===== src/rtl/ex_div.sv =====
// ex_div: iterative 32-bit restoring divider for the EX stage.
// It requests a pipeline stall while a DIV/DIVU is in flight and holds
// a finished result until EX is free to advance.
module ex_div #(
    parameter int STALL_BUS = 6
) (
    input  logic                 clk,
    input  logic                 rst,
    input  logic [STALL_BUS-1:0] stall,
    input  logic                 start,
    input  logic                 signed_div,
    input  logic                 annul,
    input  logic [31:0]          opdata1,
    input  logic [31:0]          opdata2,
    output logic                 stallreq_for_ex,
    output logic                 ready,
    output logic [31:0]          hi_o,
    output logic [31:0]          lo_o
);

    typedef enum logic [1:0] {
        S_IDLE,
        S_DIVZERO,
        S_RUN,
        S_DONE
    } state_t;

    state_t      state, state_nxt;
    logic [4:0]  cnt;
    logic [32:0] rem;
    logic [31:0] quo;
    logic [31:0] divisor;
    logic        s1, s2;

    // Only the EX hold bit matters here; the rest are folded away.
    logic unused_stall;
    assign unused_stall = ^{stall[STALL_BUS-1:4], stall[2:0]};

    logic        accept;
    logic [31:0] a_abs, b_abs;
    logic [32:0] rem_sh;
    logic [31:0] quo_sh;
    logic [33:0] trial;
    logic [32:0] rem_nxt;
    logic [31:0] quo_nxt;
    logic [31:0] q_fix, r_fix;

    // One restoring step plus the operand/result sign handling.
    always_comb begin
        accept  = start & ~annul;
        a_abs   = (signed_div & opdata1[31]) ? (~opdata1 + 32'd1) : opdata1;
        b_abs   = (signed_div & opdata2[31]) ? (~opdata2 + 32'd1) : opdata2;
        rem_sh  = {rem[31:0], quo[31]};
        quo_sh  = {quo[30:0], 1'b0};
        // rem_sh can reach 2*divisor-1, so one extra bit keeps the sign honest.
        trial   = {1'b0, rem_sh} - {2'b00, divisor};
        rem_nxt = rem_sh;
        quo_nxt = quo_sh;
        if (!trial[33]) begin
            rem_nxt = trial[32:0];
            quo_nxt = quo_sh | 32'd1;
        end
        // s1/s2 are only set for DIV, so DIVU passes through untouched.
        q_fix = (s1 ^ s2) ? (~quo_nxt + 32'd1) : quo_nxt;
        r_fix = s1 ? (~rem_nxt[31:0] + 32'd1) : rem_nxt[31:0];
    end

    // State register.
    always_ff @(posedge clk) begin
        if (rst) state <= S_IDLE;
        else     state <= state_nxt;
    end

    // Next state and stall request; annul drops the request in the same cycle.
    always_comb begin
        state_nxt       = state;
        stallreq_for_ex = 1'b0;
        case (state)
            S_IDLE: begin
                if (accept) begin
                    stallreq_for_ex = 1'b1;
                    state_nxt       = (opdata2 == 32'd0) ? S_DIVZERO : S_RUN;
                end
            end
            S_DIVZERO: begin
                stallreq_for_ex = ~annul;
                state_nxt       = annul ? S_IDLE : S_DONE;
            end
            S_RUN: begin
                stallreq_for_ex = ~annul;
                if (annul)              state_nxt = S_IDLE;
                else if (cnt == 5'd31)  state_nxt = S_DONE;
            end
            S_DONE: begin
                if (annul || !stall[3]) state_nxt = S_IDLE;
            end
            default: state_nxt = S_IDLE;
        endcase
    end

    // Operand latch, iteration datapath and result registers.
    always_ff @(posedge clk) begin
        if (rst) begin
            cnt     <= 5'd0;
            rem     <= 33'd0;
            quo     <= 32'd0;
            divisor <= 32'd0;
            s1      <= 1'b0;
            s2      <= 1'b0;
            ready   <= 1'b0;
            hi_o    <= 32'd0;
            lo_o    <= 32'd0;
        end else begin
            case (state)
                S_IDLE: begin
                    if (accept) begin
                        cnt     <= 5'd0;
                        rem     <= 33'd0;
                        quo     <= a_abs;
                        divisor <= b_abs;
                        s1      <= signed_div & opdata1[31];
                        s2      <= signed_div & opdata2[31];
                    end
                end
                S_DIVZERO: begin
                    // Undefined on MIPS; the pipeline sees a clean zero result.
                    if (!annul) begin
                        hi_o  <= 32'd0;
                        lo_o  <= 32'd0;
                        ready <= 1'b1;
                    end
                end
                S_RUN: begin
                    if (!annul) begin
                        rem <= rem_nxt;
                        quo <= quo_nxt;
                        cnt <= cnt + 5'd1;
                        if (cnt == 5'd31) begin
                            lo_o  <= q_fix;
                            hi_o  <= r_fix;
                            ready <= 1'b1;
                        end
                    end
                end
                S_DONE: begin
                    if (annul || !stall[3]) ready <= 1'b0;
                end
                default: ready <= 1'b0;
            endcase
        end
    end

endmodule


===== config.mk =====
export PLATFORM = sky130hd
export DESIGN_NAME = ex_div
export DESIGN_NICKNAME = d
export VERILOG_FILES = /design/src/rtl/ex_div.sv
export SDC_FILE = /design/constraint.sdc
export NUM_CORES = 1
export LEC_CHECK = 0
export CAP_MARGIN = 20
export CORE_ASPECT_RATIO = 0.8
export CORE_UTILIZATION = 40
export CTS_CLUSTER_SIZE = 20
export DETAILED_ROUTE_END_ITERATION = 7
export SLEW_MARGIN = 15
export SYNTH_ARGS = -nofsm -noshare
export SYNTH_HDL_FRONTEND = slang
export SYNTH_SLANG_ARGS = --single-unit

===== constraint.sdc =====
create_clock -name clk -period 6.2 [get_ports clk]
set_input_delay 1.24 -clock clk [delete_from_list [all_inputs] [get_ports clk]]
set_output_delay 1.24 -clock clk [all_outputs]
set_load 0.02 [all_outputs]

==> run_results.csv <==
group,metric,value,unit
timing,rsz0062_at_grt,"no",
drt,drtPass1Iterations,8,
worst_setup_path,end_kind,"flop",
pwr,total_power,0.004540,W
final_layout,n_antenna_cell,0,
final_layout,utilization,48.63,%
synthesis,ys.flop_type,"dfxtp_1",
synthesis,yosysTopAreaCellShare,29.28,%
worst_setup_path,crit_chain,"ha_1, a21oi_1, o21ai_1, a211o_1, a21o_1, a211o_2, mux2i_1, inv_1, ha_1, nand2_1, or3_1, or3_1, or3_4, o32a_1, or3_4, o31ai_1, xor2_1, o21ai_1",
placed_design,gp_congestion,0.9297,
timing,hold_violations,0,
final_layout,nFillCells,2842,
timing,setup_violations,0,
synthesis,synth_fp_nets,1698,
worst_setup_path,cp_slowest_cell,"dfxtp_1",
timing,relSlewSlack,28.19,%
drt,antenna_left,0,
final_layout,area_growth_syn_to_layout,18.90,%
timing,period_needed,5.342,ns
clock_network,cts_max_path_buffers,2,
synthesis,synth_top_family_by_area,"compound AO/OA/AOI/OAI gates",
synthesis,synth_cells,1578,
worst_setup_path,slowest_delay,0.47,ns
timing,fin_tns_setup,0,ns
final_layout,ff_latch_area,0.003403,sq mm
worst_setup_path,r2r_start,"rem[17]$_SDFFE_PP0P_",
worst_setup_path,required,6.49,ns
clock_network,cts_resized,0,
placed_design,hpwl,27830,microns
placed_design,dp.cells,2009,
synthesis,synth_area_leaders,"dfxtp_1, nor2_1, a21oi_1, nand2_1, xor2_1",
synthesis,synth_edf_count,0,
worst_setup_path,path_class,"reg -> reg",
worst_setup_path,crit_path_start,"rem[17]$_SDFFE_PP0P_",
worst_setup_path,setup.worst_path.start_class,"flop",
grt,antenna_found_initial,0,
final_layout,multi_input_area,0.007645,sq mm
synthesis,syn_avg_cell_area,7.366,sq um
pwr,leakage,5.281,nW
clock_network,cts_tree,"yes",
clock_network,cts-root-buf,"clkbuf_16",
drt,vias,11670,
clock_network,clock-sinks,170,
timing,clock_skew,0.01243,ns
clock_network,cts_hold_buf,0,
grt,grt-ovfl-total,0,
clock_network,worstSkewPairLatency,0.44,ns
synthesis,synth.area.mux_share,2.131,%
floorplanning,core_area,0.02842,sq mm
pwr,power_density,328.5,mW/mm^2
synthesis,synthAdderAreaFrac,4.909,%
drt,finalWirelength,37070,microns
floorplanning,ios,141,
clock_network,cts_setup_buffers,0,
final_layout,drive_gt1_share,4.486,%
synthesis,ys_types,76,
timing,fmax,187.2,MHz
floorplanning,die_w,192.6,microns
synthesis,yosysSeqAreaShare,29.28,%
final_layout,finish.net_count,1779,
clock_network,clkSlewWorstSetupHoldPaths,0.07,ns
floorplanning,rows,55,
final_layout,fin_cells,2042,
pwr,ir_drop,0.2164,mV
synthesis,synth_compound_area_share,25.26,%
grt,grt_pass1_wl,58060,microns
synthesis,yosysTopAreaCell,"dfxtp_1",
synthesis,synthArstFlopShare,0,%
clock_network,cts_made_buffers,17,
status,status,"complete, but fails checks",
synthesis,synth_xor_xnor_area_share,9.795,%
synthesis,ys_warn_count,0,
synthesis,yosys_register_bits,170,
synthesis,post_synth_and_or_nand_nor_area_fraction,23.38,%
placed_design,io_buffers,135,
drt,drc_errors,16,
timing,slew_violations,0,
synthesis,syn-cell-area,0.01162,sq mm
min_path,min_path_type,"reg -> reg",
worst_setup_path,critPathTopFamily,"compound AO/OA/AOI/OAI gates",
drt,vias_per_cell,5.714,
grt,grt_usage,24.92,%
timing,worst_slew_pin_slew,1.075,ns
worst_setup_path,crit_buf_inv,1,
worst_setup_path,crit_arrival,5.64,ns
min_path,hold_start,"hi_o[6]$_SDFFE_PP0P_",
drt,drt_iter0_drc,1063,
run,cap_violations,0,
timing,hold-worst-slack,0.4526,ns
drt,routedWlPerCell,18.15,microns
timing,period_share,86.17,%
floorplanning,die_area,0.02975,sq mm
clock_network,cts_htree_levels,4,
floorplanning,fp.dieH,154.5,microns
worst_setup_path,crit_fanout,10,
grt,grt_max_degree,88,
grt,first_global_vias,10590,
floorplanning,start_util,40.90,%
status,violations,"DRC",
## cell usage in the layout, fill, tap and decap left out, types with 4 or more instances in the layout
cell type        Yosys  layout
or4_1                6       6
nand3_1             27      27
inv_1               61      61
mux2_2               6       6
clkdlybuf4s50_1      0     134
o311a_1              5       5
xor2_1              70      70
and3_1              11      11
nand4_1             11      11
mux2i_1             18      18
nand2b_1            15      14
clkbuf_16            0      17
and2_1              10      10
a211oi_1            32      31
o21a_1               7       7
nand3b_1             8       8
xnor2_1             60      60
o41ai_1              5       5
ha_1                44      44
a221oi_1             6       6
o31ai_1             18      18
buf_4                1      16
clkinvlp_4           0       4
dfxtp_1            170     170
nor2_1             214     212
o211ai_1             5       5
a22oi_1             76      76
nand2_1            185     185
a21oi_1            139     139
nor4_1              14      14
a211o_1              8       7
o21ai_1             17      17
nor3_1              47      47
a311oi_1             7       7
o21ai_0             82      82
a31oi_1             13      13
or3_1               22      22
a21o_1               8       8
nor2b_1              9       8
## path summary, 6_finish.rpt
| path | to | slack (ns) | depth (start not counted) |
|---|---|---|---|
| setup / recovery | hi_o[30]$_SDFFE_PP0P_ | 0.86 | 18 |
| hold reg to reg | hi_o[6]$_SDFFE_PP0P_ | 0.45 | 2 |
| setup reg to reg | hi_o[30]$_SDFFE_PP0P_ | 0.86 | 18 |
| hold / removal | hi_o[6]$_SDFFE_PP0P_ | 0.45 | 2 |
## final cells by class
cell class              count  share of cell area, %
clock inverters            12                  1.023
clock buffers              20                  3.304
flip-flops and latches    170                  24.62
repair buffers            151                  10.68
inverters                  62                  1.702
multi-input cells        1257                  55.31
well taps                 370                  3.350
## synth_stat cells, drive strengths merged (7+ instances only)
| master | number |
|---|---|
| nor4 | 15 |
| nand3 | 27 |
| o21ai | 99 |
| a31oi | 13 |
| or3 | 25 |
| o21a | 7 |
| nor3 | 48 |
| nand2b | 15 |
| nand4 | 11 |
| a22oi | 76 |
| a21o | 8 |
| clkbuf | 68 |
| buf | 21 |
| dfxtp | 170 |
| xnor2 | 60 |
| ha | 44 |
| mux2i | 18 |
| nor2b | 9 |
| nand2 | 186 |
| a311oi | 7 |
| a211o | 8 |
| inv | 62 |
| a21oi | 140 |
| xor2 | 70 |
| nor2 | 215 |
| and3 | 11 |
| nand3b | 8 |
| o31ai | 18 |
| and2 | 11 |
| a211oi | 33 |
## layer usage
metal	GRT usage [%]	part of all wire, %	routed length (microns)	vias up
li1	-	-	-	5803
met5	0	0	0	-
met2	34.99	41	15260	358
met3	3.767	6.1	2265	29
met4	5.399	1.3	490	0
met1	39.08	51	19060	5479
## kinds of logic (layout without fill, tap and decap cells)
logic type / Yosys count / in the layout
muxes: 24 / 24
DFF: 170 / 170
buffers and inverters: 151 / 245
and+or+nand+nor: 598 / 598
AOI/OAI and AO/OA: 460 / 460
xor gates and xnor gates: 130 / 130
adders and majority gates: 45 / 45
## state kept, by name, summed over array words and instances (netlist names), 2 cells and up
signal / cells
divisor: 32
hi_o: 32
lo_o: 32
quo: 32
rem: 32
cnt: 5
state: 2
## power breakdown
part / internal, W / switching [W] / total [W]
registers: 0.00117 / 0.0000820 / 0.00126
logic: 0.000731 / 0.00145 / 0.00218
clock network: 0.000620 / 0.000487 / 0.00111
## worst register-to-register path, cell delays in order (launching register included)
cell and delay [ns]:
dfxtp_1 0.47, ha_1 0.39, a21oi_1 0.24, o21ai_1 0.18, a211o_1 0.37, a21o_1 0.18
a211o_2 0.40, mux2i_1 0.17, inv_1 0.10, ha_1 0.28, nand2_1 0.07, or3_1 0.33
or3_1 0.34, or3_4 0.36, o32a_1 0.33, or3_4 0.43, o31ai_1 0.30, xor2_1 0.17
o21ai_1 0.07
## metrics by stage
stage               area [sq um]  setup slack (ns)
global route               13820            0.6131
finish                     13820            0.8576
floorplan                  11620            0.9645
detailed placement         13210            0.9481
CTS                        13810            0.9220
global placement           13210            0.9740
(Power assumes the default switching activity.)
